File: src/rtl/tour_cmd_seq.sv
// Knight's tour command sequencer: each one-hot L move becomes a vertical command,
// then a horizontal command with fanfare. When idle, UART commands pass straight through.
module tour_cmd_seq #(
  parameter int NUM_MOVES = 24,
  parameter int IDX_W     = 5
) (
  input  logic             clk,
  input  logic             rst,
  input  logic             start_tour,
  input  logic [7:0]       move,
  output logic [IDX_W-1:0] mv_indx,
  input  logic [15:0]      cmd_UART,
  input  logic             cmd_rdy_UART,
  output logic             clr_cmd_rdy_UART,
  output logic [15:0]      cmd,
  output logic             cmd_rdy,
  input  logic             clr_cmd_rdy,
  input  logic             send_resp,
  output logic [7:0]       resp,
  output logic             tour_busy,
  output logic             tour_err
);

  // state  | meaning
  // IDLE   | UART pass-through, waiting for start_tour
  // VERT   | vertical command offered to cmd_proc
  // WAIT_V | vertical command executing, waiting for send_resp
  // HORZ   | horizontal (fanfare) command offered to cmd_proc
  // WAIT_H | horizontal command executing, waiting for send_resp
  typedef enum logic [2:0] {IDLE, VERT, WAIT_V, HORZ, WAIT_H} state_t;

  localparam logic [7:0] RESP_ACK  = 8'h5A;
  localparam logic [7:0] RESP_DONE = 8'hA5;

  state_t           r_state;
  state_t           w_next;
  logic [IDX_W-1:0] r_mv_indx;
  logic [15:0]      w_vert_cmd;
  logic [15:0]      w_horz_cmd;
  logic             w_move_ok;
  logic             w_last;

  assign w_last    = (r_mv_indx == IDX_W'(NUM_MOVES - 1));
  assign mv_indx   = r_mv_indx;
  assign tour_busy = (r_state != IDLE);

  // Any encoding that is not exactly one-hot falls to the default and flags an error.
  always_comb begin
    w_move_ok  = 1'b1;
    w_vert_cmd = 16'h0000;
    w_horz_cmd = 16'h0000;
    case (move)
      8'h01: begin w_vert_cmd = 16'h4002; w_horz_cmd = 16'h5BF1; end
      8'h02: begin w_vert_cmd = 16'h4002; w_horz_cmd = 16'h53F1; end
      8'h04: begin w_vert_cmd = 16'h4001; w_horz_cmd = 16'h53F2; end
      8'h08: begin w_vert_cmd = 16'h47F1; w_horz_cmd = 16'h53F2; end
      8'h10: begin w_vert_cmd = 16'h47F2; w_horz_cmd = 16'h53F1; end
      8'h20: begin w_vert_cmd = 16'h47F2; w_horz_cmd = 16'h5BF1; end
      8'h40: begin w_vert_cmd = 16'h47F1; w_horz_cmd = 16'h5BF2; end
      8'h80: begin w_vert_cmd = 16'h4001; w_horz_cmd = 16'h5BF2; end
      default: w_move_ok = 1'b0;
    endcase
  end

  always_ff @(posedge clk) begin
    if (rst) begin
      r_state   <= IDLE;
      r_mv_indx <= '0;
    end else begin
      r_state <= w_next;
      if (r_state == IDLE && start_tour)
        r_mv_indx <= '0;
      else if (r_state == WAIT_H && send_resp && !w_last)
        r_mv_indx <= r_mv_indx + 1'b1;
    end
  end

  always_comb begin
    w_next           = r_state;
    cmd              = 16'h0000;
    cmd_rdy          = 1'b0;
    clr_cmd_rdy_UART = 1'b0;
    resp             = RESP_ACK;
    tour_err         = 1'b0;
    case (r_state)
      IDLE: begin
        cmd              = cmd_UART;
        cmd_rdy          = cmd_rdy_UART;
        clr_cmd_rdy_UART = clr_cmd_rdy;
        resp             = RESP_DONE;
        if (start_tour) w_next = VERT;
      end
      VERT: begin
        if (!w_move_ok) begin
          tour_err = 1'b1;
          w_next   = IDLE;
        end else begin
          cmd     = w_vert_cmd;
          cmd_rdy = 1'b1;
          if (clr_cmd_rdy) w_next = WAIT_V;
        end
      end
      WAIT_V: begin
        if (send_resp) w_next = HORZ;
      end
      HORZ: begin
        cmd     = w_horz_cmd;
        cmd_rdy = 1'b1;
        if (clr_cmd_rdy) w_next = WAIT_H;
      end
      WAIT_H: begin
        // Only the horizontal leg of the final move reports completion to the remote.
        resp = w_last ? RESP_DONE : RESP_ACK;
        if (send_resp) w_next = w_last ? IDLE : VERT;
      end
      default: w_next = IDLE;
    endcase
  end

endmodule

File: config.mk
export PLATFORM = sky130hd
export DESIGN_NAME = tour_cmd_seq
export DESIGN_NICKNAME = d
export VERILOG_FILES = /design/src/rtl/tour_cmd_seq.sv
export SDC_FILE = /design/constraint.sdc
export NUM_CORES = 1
export LEC_CHECK = 0
export CAP_MARGIN = 20
export CORE_MARGIN = 2
export CORE_UTILIZATION = 33
export CTS_BUF_LIST = sky130_fd_sc_hd__clkbuf_16
export CTS_CLUSTER_SIZE = 16
export DETAILED_ROUTE_END_ITERATION = 7
export MAX_ROUTING_LAYER = met4
export PLACE_DENSITY = 0.77
export SLEW_MARGIN = 20
export SYNTH_ARGS = -nofsm -noshare
export SYNTH_HDL_FRONTEND = slang
export SYNTH_SLANG_ARGS = --single-unit
File: constraint.sdc
create_clock -name clk -period 2.7 [get_ports clk]
set_input_delay 0.81 -clock clk [delete_from_list [all_inputs] [get_ports clk]]
set_output_delay 0.81 -clock clk [all_outputs]
set_load 0.01 [all_outputs]
==> results of run 1 <==
## metal layers
layer | GRT usage | routed length, µm | vias to the layer above
met5 | - | 0 | -
met4 | 0.02658 | 0 | 0
met3 | 0.05934 | 189 | 0
met2 | 0.3419 | 1770 | 39
met1 | 0.2142 | 1337 | 567
li1 | - | - | 613
## stage by stage
step / setup WS [ps] / power, W
after detailed placement: -1030 / 0.0003550
final: -166.4 / 0.0006036
after floorplan: 30.43 / 0.0002252
after global routing: -234.7 / 0.0006353
after CTS: -191.0 / 0.0005943
after global placement: -928.4 / 0.0003490
## power breakdown
| group | switching [W] | leakage [nW] | internal, W | total, W |
|---|---|---|---|---|
| combinational | 0.000104 | 0.768 | 0.000131 | 0.000235 |
| sequential | 0.00000378 | 0.0657 | 0.000120 | 0.000124 |
| clock | 0.0000538 | 0.0370 | 0.000191 | 0.000244 |
## state kept, by name, indices dropped and copies added, names as in the netlist
name     cells
r_state      3
mv_indx      5
## worst max-delay path by stage
stage | startpoint | end | cells past startpoint
finish | move[4] | cmd[12] | 8
global route | move[7] | cmd[12] | 8
CTS | move[6] | cmd[5] | 8
detailed placement | move[3] | cmd[5] | 7
global placement | move[3] | cmd[7] | 7
floorplan | move[6] | cmd[4] | 6
## cell families (layout without fill, tap and decap cells)
| family | after synthesis | after routing | share of synthesized area |
|---|---|---|---|
| xor+xnor | 6 | 6 | 0.05357 |
| compound gates | 34 | 34 | 0.2704 |
| simple gates | 65 | 65 | 0.3801 |
| buf+inv | 16 | 89 | 0.09949 |
| flops | 8 | 8 | 0.1633 |
| fa+ha+maj | 1 | 1 | 0.01275 |
| mux | 2 | 2 | 0.02041 |
## critical path, delay by kind of cell
family	cells	cell delay, ps
AOI/OAI and AO/OA	3	620
xor gates and xnor gates	1	170
buffers and inverters	3	410
and+or+nand+nor	1	50
## cell type report
| type | count | share of cell area |
|---|---|---|
| Multi-Input combinational cell | 108 | 0.4505 |
| Sequential cell | 8 | 0.08690 |
| Timing Repair Buffer | 84 | 0.3977 |
| Clock buffer | 3 | 0.04011 |
| Tap cell | 31 | 0.02072 |
| Inverter | 2 | 0.004011 |
## synth_stat cells (5+ instances only)
cell / instances / area share
a21o_1: 7 / 0.054
a21oi_1: 10 / 0.051
and2_1: 7 / 0.045
buf_4: 7 / 0.054
dfxtp_1: 8 / 0.16
nand2_1: 11 / 0.042
nor2_1: 18 / 0.069
nor2b_1: 5 / 0.032
o21ai_0: 5 / 0.026
xor2_1: 5 / 0.045
## timing repair
item | 4_1_cts | 5_1_grt
gates cloned | 0 | 0
buffers inserted | 2 | 4
endpoints found under the hold margin | 0 | 0
pin swaps | 13 | 8
resized for setup | 128 | 23
setup endpoints to repair | 22 | 19
==> flow_summary.ini, run 1 <==
[status]
status = finished with violations
failed_checks = negative setup slack

[setup_path]
cp_data_arrival_time_ps = 2060
path_max_fanout = 5
rrSetupSlack_ps = 1190
reg2reg_to = mv_indx[4]
start_kind = input port
cp_slowest_stage_delay_ps = 340
cp_slowest_cell = a211o_2
worstSetupPathType = input port to primary output
worstRegToRegCells = 5
crit_chain = buf_12 -> xor2_2 -> a211o_2 -> o2bb2ai_4 -> buf_4 -> a22oi_2 -> nor2_1 -> buf_2
worst_setup_path_end_kind = primary output
r2r_start = r_state[0]
cp.required_ps = 1890

[timing]
setup-violations-final = 13
hold_viol = 0
hold_slack_ps = 538.5
maxSlewViolCount = 0
fin_skew_ps = 0.3309
finalCritPeriodShare = 1.062
period_needed_ps = 2866
tns_ps = -1863
slew_headroom = 0.7155
layout_setup_ws_ps = -166.4
fmax_mhz = 348.9
grt_setup_unrepaired = yes
worst_slew_pin_slew_ps = 426.1

[drt]
wl_per_cell_um = 13.97
vias = 1219
routed_wl_um = 3297
drt_iter0_markers = 51
drc = 0
routed_via_density = 5.165
antenna_left = 0
dr.pass1.iters = 4

[synth]
ys_seq_area_frac = 0.1633
avgSynthCellArea_um2 = 7.431
synth_edf_count = 0
post_synth_num_cell_types = 41
synth_seq_cells = 8
synth_warnings = 0
syn_area_um2 = 980.9
synth_nets = 163
synth_ff_type = dfxtp_1
async_reset_ff_frac = 0
postSynthCellCount = 132

[cells_and_area]
final_common_cell = clkdlybuf4s50_1
finalInstanceArea_um2 = 1872
fin_util = 0.6730
nets = 238
layout_common_cells = clkdlybuf4s50_1 (27), buf_4 (23), nor2_1 (16)
diodes = 0
multi_input_area_um2 = 843.3
fill_cells = 230
stdcell_count = 236
areaGrowthSynthToFinish_pct = 90.82
regArea_um2 = 162.7
drive_above_1_share = 0.3659

[cts]
cts.sinks = 8
clk_path_buf_depth = 2
tritoncts = done
cts_made_buffers = 3
clock_latency_ps = 230
clk_pin_slew_ps = 40
cts-root-buf = clkbuf_16
holdBufCountCts = 0
htreeDepth = 1

[die]
io_pins = 63
core_area_um2 = 2781
rows = 19
die_w_um = 58.52
initial_core_util = 0.3527
die_area_um2 = 3425
die_h_um = 58.52

[placed_design]
place_inst = 227
place.detailed.hpwl_um = 2418
gp_congestion = 0.7713
portBuffers = 62
postPlaceCellArea_um2 = 1670

[grt]
grt_pass1_wl_um = 5030
grt_pass1_vias = 1126
antenna_found_initial = 0
grt-ovfl-total = 0
grt_util_all_layers = 0.1919
grt_max_degree = 15

[flow_run]
cap_viol_max_count = 0

[hold_path]
hold_path_startpoint = mv_indx[1]
min_to = mv_indx[1]
worst_hold_path.num_cells = 2
hold_path_class = flip-flop to flip-flop

[power_and_ir_drop]
leakage_nw = 0.8711
vdd_drop_max_mv = 0.4269
p_per_area_nw_per_um2 = 322.5
No activity file was read; power rests on OpenSTA's default activity.
==> run 2: changes to the inputs <==
--- a/config.mk
+++ b/config.mk
@@ -13,6 +13,7 @@
 export DETAILED_ROUTE_END_ITERATION = 7
 export MAX_ROUTING_LAYER = met4
 export PLACE_DENSITY = 0.77
+export SKIP_CTS_REPAIR_TIMING = 1
 export SLEW_MARGIN = 20
 export SYNTH_ARGS = -nofsm -noshare
 export SYNTH_HDL_FRONTEND = slang
==> run 2 against run 1 <==
The flow still finishes with violations (negative setup slack). Sequential share of layout area hardly changed. Count of clock-buffer cells in the layout stayed put. Clock power hardly changed. Final cell count is 0.42% higher. Clock skew is 0.53 ps higher. Combinational power hardly changed. Core utilization is 0.18 points higher. Critical path type unchanged. Highest routed layer is now met4.
==> flow_summary.ini, run 2 (synthesis results as in run 1) <==
[status]
status = finished with violations
failed_checks = negative setup slack

[hold_path]
hold_path_class = flip-flop to flip-flop

[die]
die_h_um = 58.52
initial_core_util = 0.3527
core_area_um2 = 2781
die_area_um2 = 3425
rows = 19
io_pins = 63
die_w_um = 58.52

[timing]
period_needed_ps = 2988
fmax_mhz = 334.6
hold_viol = 0
layout_setup_ws_ps = -288.4
slew_headroom = 0.7299
worst_slew_pin_slew_ps = 404.5
grt_setup_unrepaired = yes
maxSlewViolCount = 0
setup-violations-final = 13
finalCritPeriodShare = 1.107
fin_skew_ps = 0.8568

[cts]
cts-root-buf = clkbuf_16
cts.sinks = 8
htreeDepth = 1
cts_made_buffers = 3
tritoncts = done
clk_path_buf_depth = 2
clock_latency_ps = 230
clk_pin_slew_ps = 40

[cells_and_area]
drive_above_1_share = 0.3398
multi_input_area_um2 = 825.8
layout_common_cells = clkdlybuf4s50_1 (27), buf_4 (22), nor2_1 (16)
largest_reg_flops = 5
fill_cells = 233
nets = 239
regArea_um2 = 162.7
diodes = 0
final_common_cell = clkdlybuf4s50_1
areaGrowthSynthToFinish_pct = 91.33
fin_util = 0.6748

[drt]
wl_per_cell_um = 14.56
routed_via_density = 5.241
antenna_left = 0
routed_wl_um = 3451
dr.pass1.iters = 4
vias = 1242
drt_iter0_markers = 45
drc = 0

[placed_design]
place.detailed.hpwl_um = 2418
gp_congestion = 0.7713
portBuffers = 62

[power_and_ir_drop]
leakage_nw = 0.9232
vdd_drop_max_mv = 0.4315
power.total_w = 0.0006074
p_per_area_nw_per_um2 = 323.6

[setup_path]
cp_data_arrival_time_ps = 2180
cp.required_ps = 1890
rrSetupSlack_ps = 1200
path_max_fanout = 6
start_kind = input port
worst_setup_path_end_kind = primary output
worstSetupPathType = input port to primary output

[grt]
grt-ovfl-total = 0
grt_util_all_layers = 0.1839
grt_max_degree = 15
grt_pass1_wl_um = 4830
grt_pass1_vias = 1099
antenna_found_initial = 0

[flow_run]
cap_viol_max_count = 0
==> run 2: cell types whose count changed in the layout (fill, tap and decap cells not counted), sizes merged <==
cell,delta
dlygate4sd2,-8
buf,-8
clkbuf,+8
dlymetal6s2s,+9
==> run 2: per-layer routing <==
metal,share of wire,vias to the layer above,GRT usage
met4,0.0026,0,0.01661
li1,-,614,-
met1,0.40,580,0.2129
met2,0.54,46,0.3291
met5,0,-,-
met3,0.057,2,0.04835
==> run 2: cell type report <==
cell class,instances,area share
clock buffers,3,0.04000
inverters,2,0.004000
multi-input cells,108,0.4400
flip-flops and latches,8,0.08667
well taps,31,0.02067
repair buffers,85,0.4087
==> run 2: critical path, cell delays in order <==
cell	delay, ps
buf_12	120
xor2_4	180
a211o_4	350
o2bb2ai_4	160
buf_6	130
o211a_4	140
a21o_1	170
buf_6	120
==> run 2: metrics by stage <==
step | setup slack [ps] | TNS (ps) | std cells | hold slack, ps | cell area, µm²
after CTS | -1030 | -14140 | 230 | 579.2 | 1745
after detailed placement | -1030 | -13440 | 227 | 548.2 | 1670
final | -288.4 | -2987 | 237 | 541.6 | 1877
after global placement | -928.4 | -12430 | 227 | 522.2 | 1670
after floorplan | 30.43 | 0 | 132 | 558.7 | 980.9
after global routing | -363.9 | -4046 | 237 | 563.6 | 1877
==> run 2: path summary, 6_finish.rpt <==
path | from | end | cells past startpoint
worst max-delay path | move[4] | cmd[5] | 8
worst min-delay path | mv_indx[0] | mv_indx[0] | 2
worst max register to register | r_state[0] | mv_indx[4] | 5
worst min register to register | mv_indx[0] | mv_indx[0] | 2
==> run 2: power breakdown <==
| group | total, W | switching, W | internal (W) |
|---|---|---|---|
| clock network | 0.000247 | 0.0000559 | 0.000191 |
| logic | 0.000237 | 0.000105 | 0.000132 |
| registers | 0.000124 | 0.00000350 | 0.000120 |
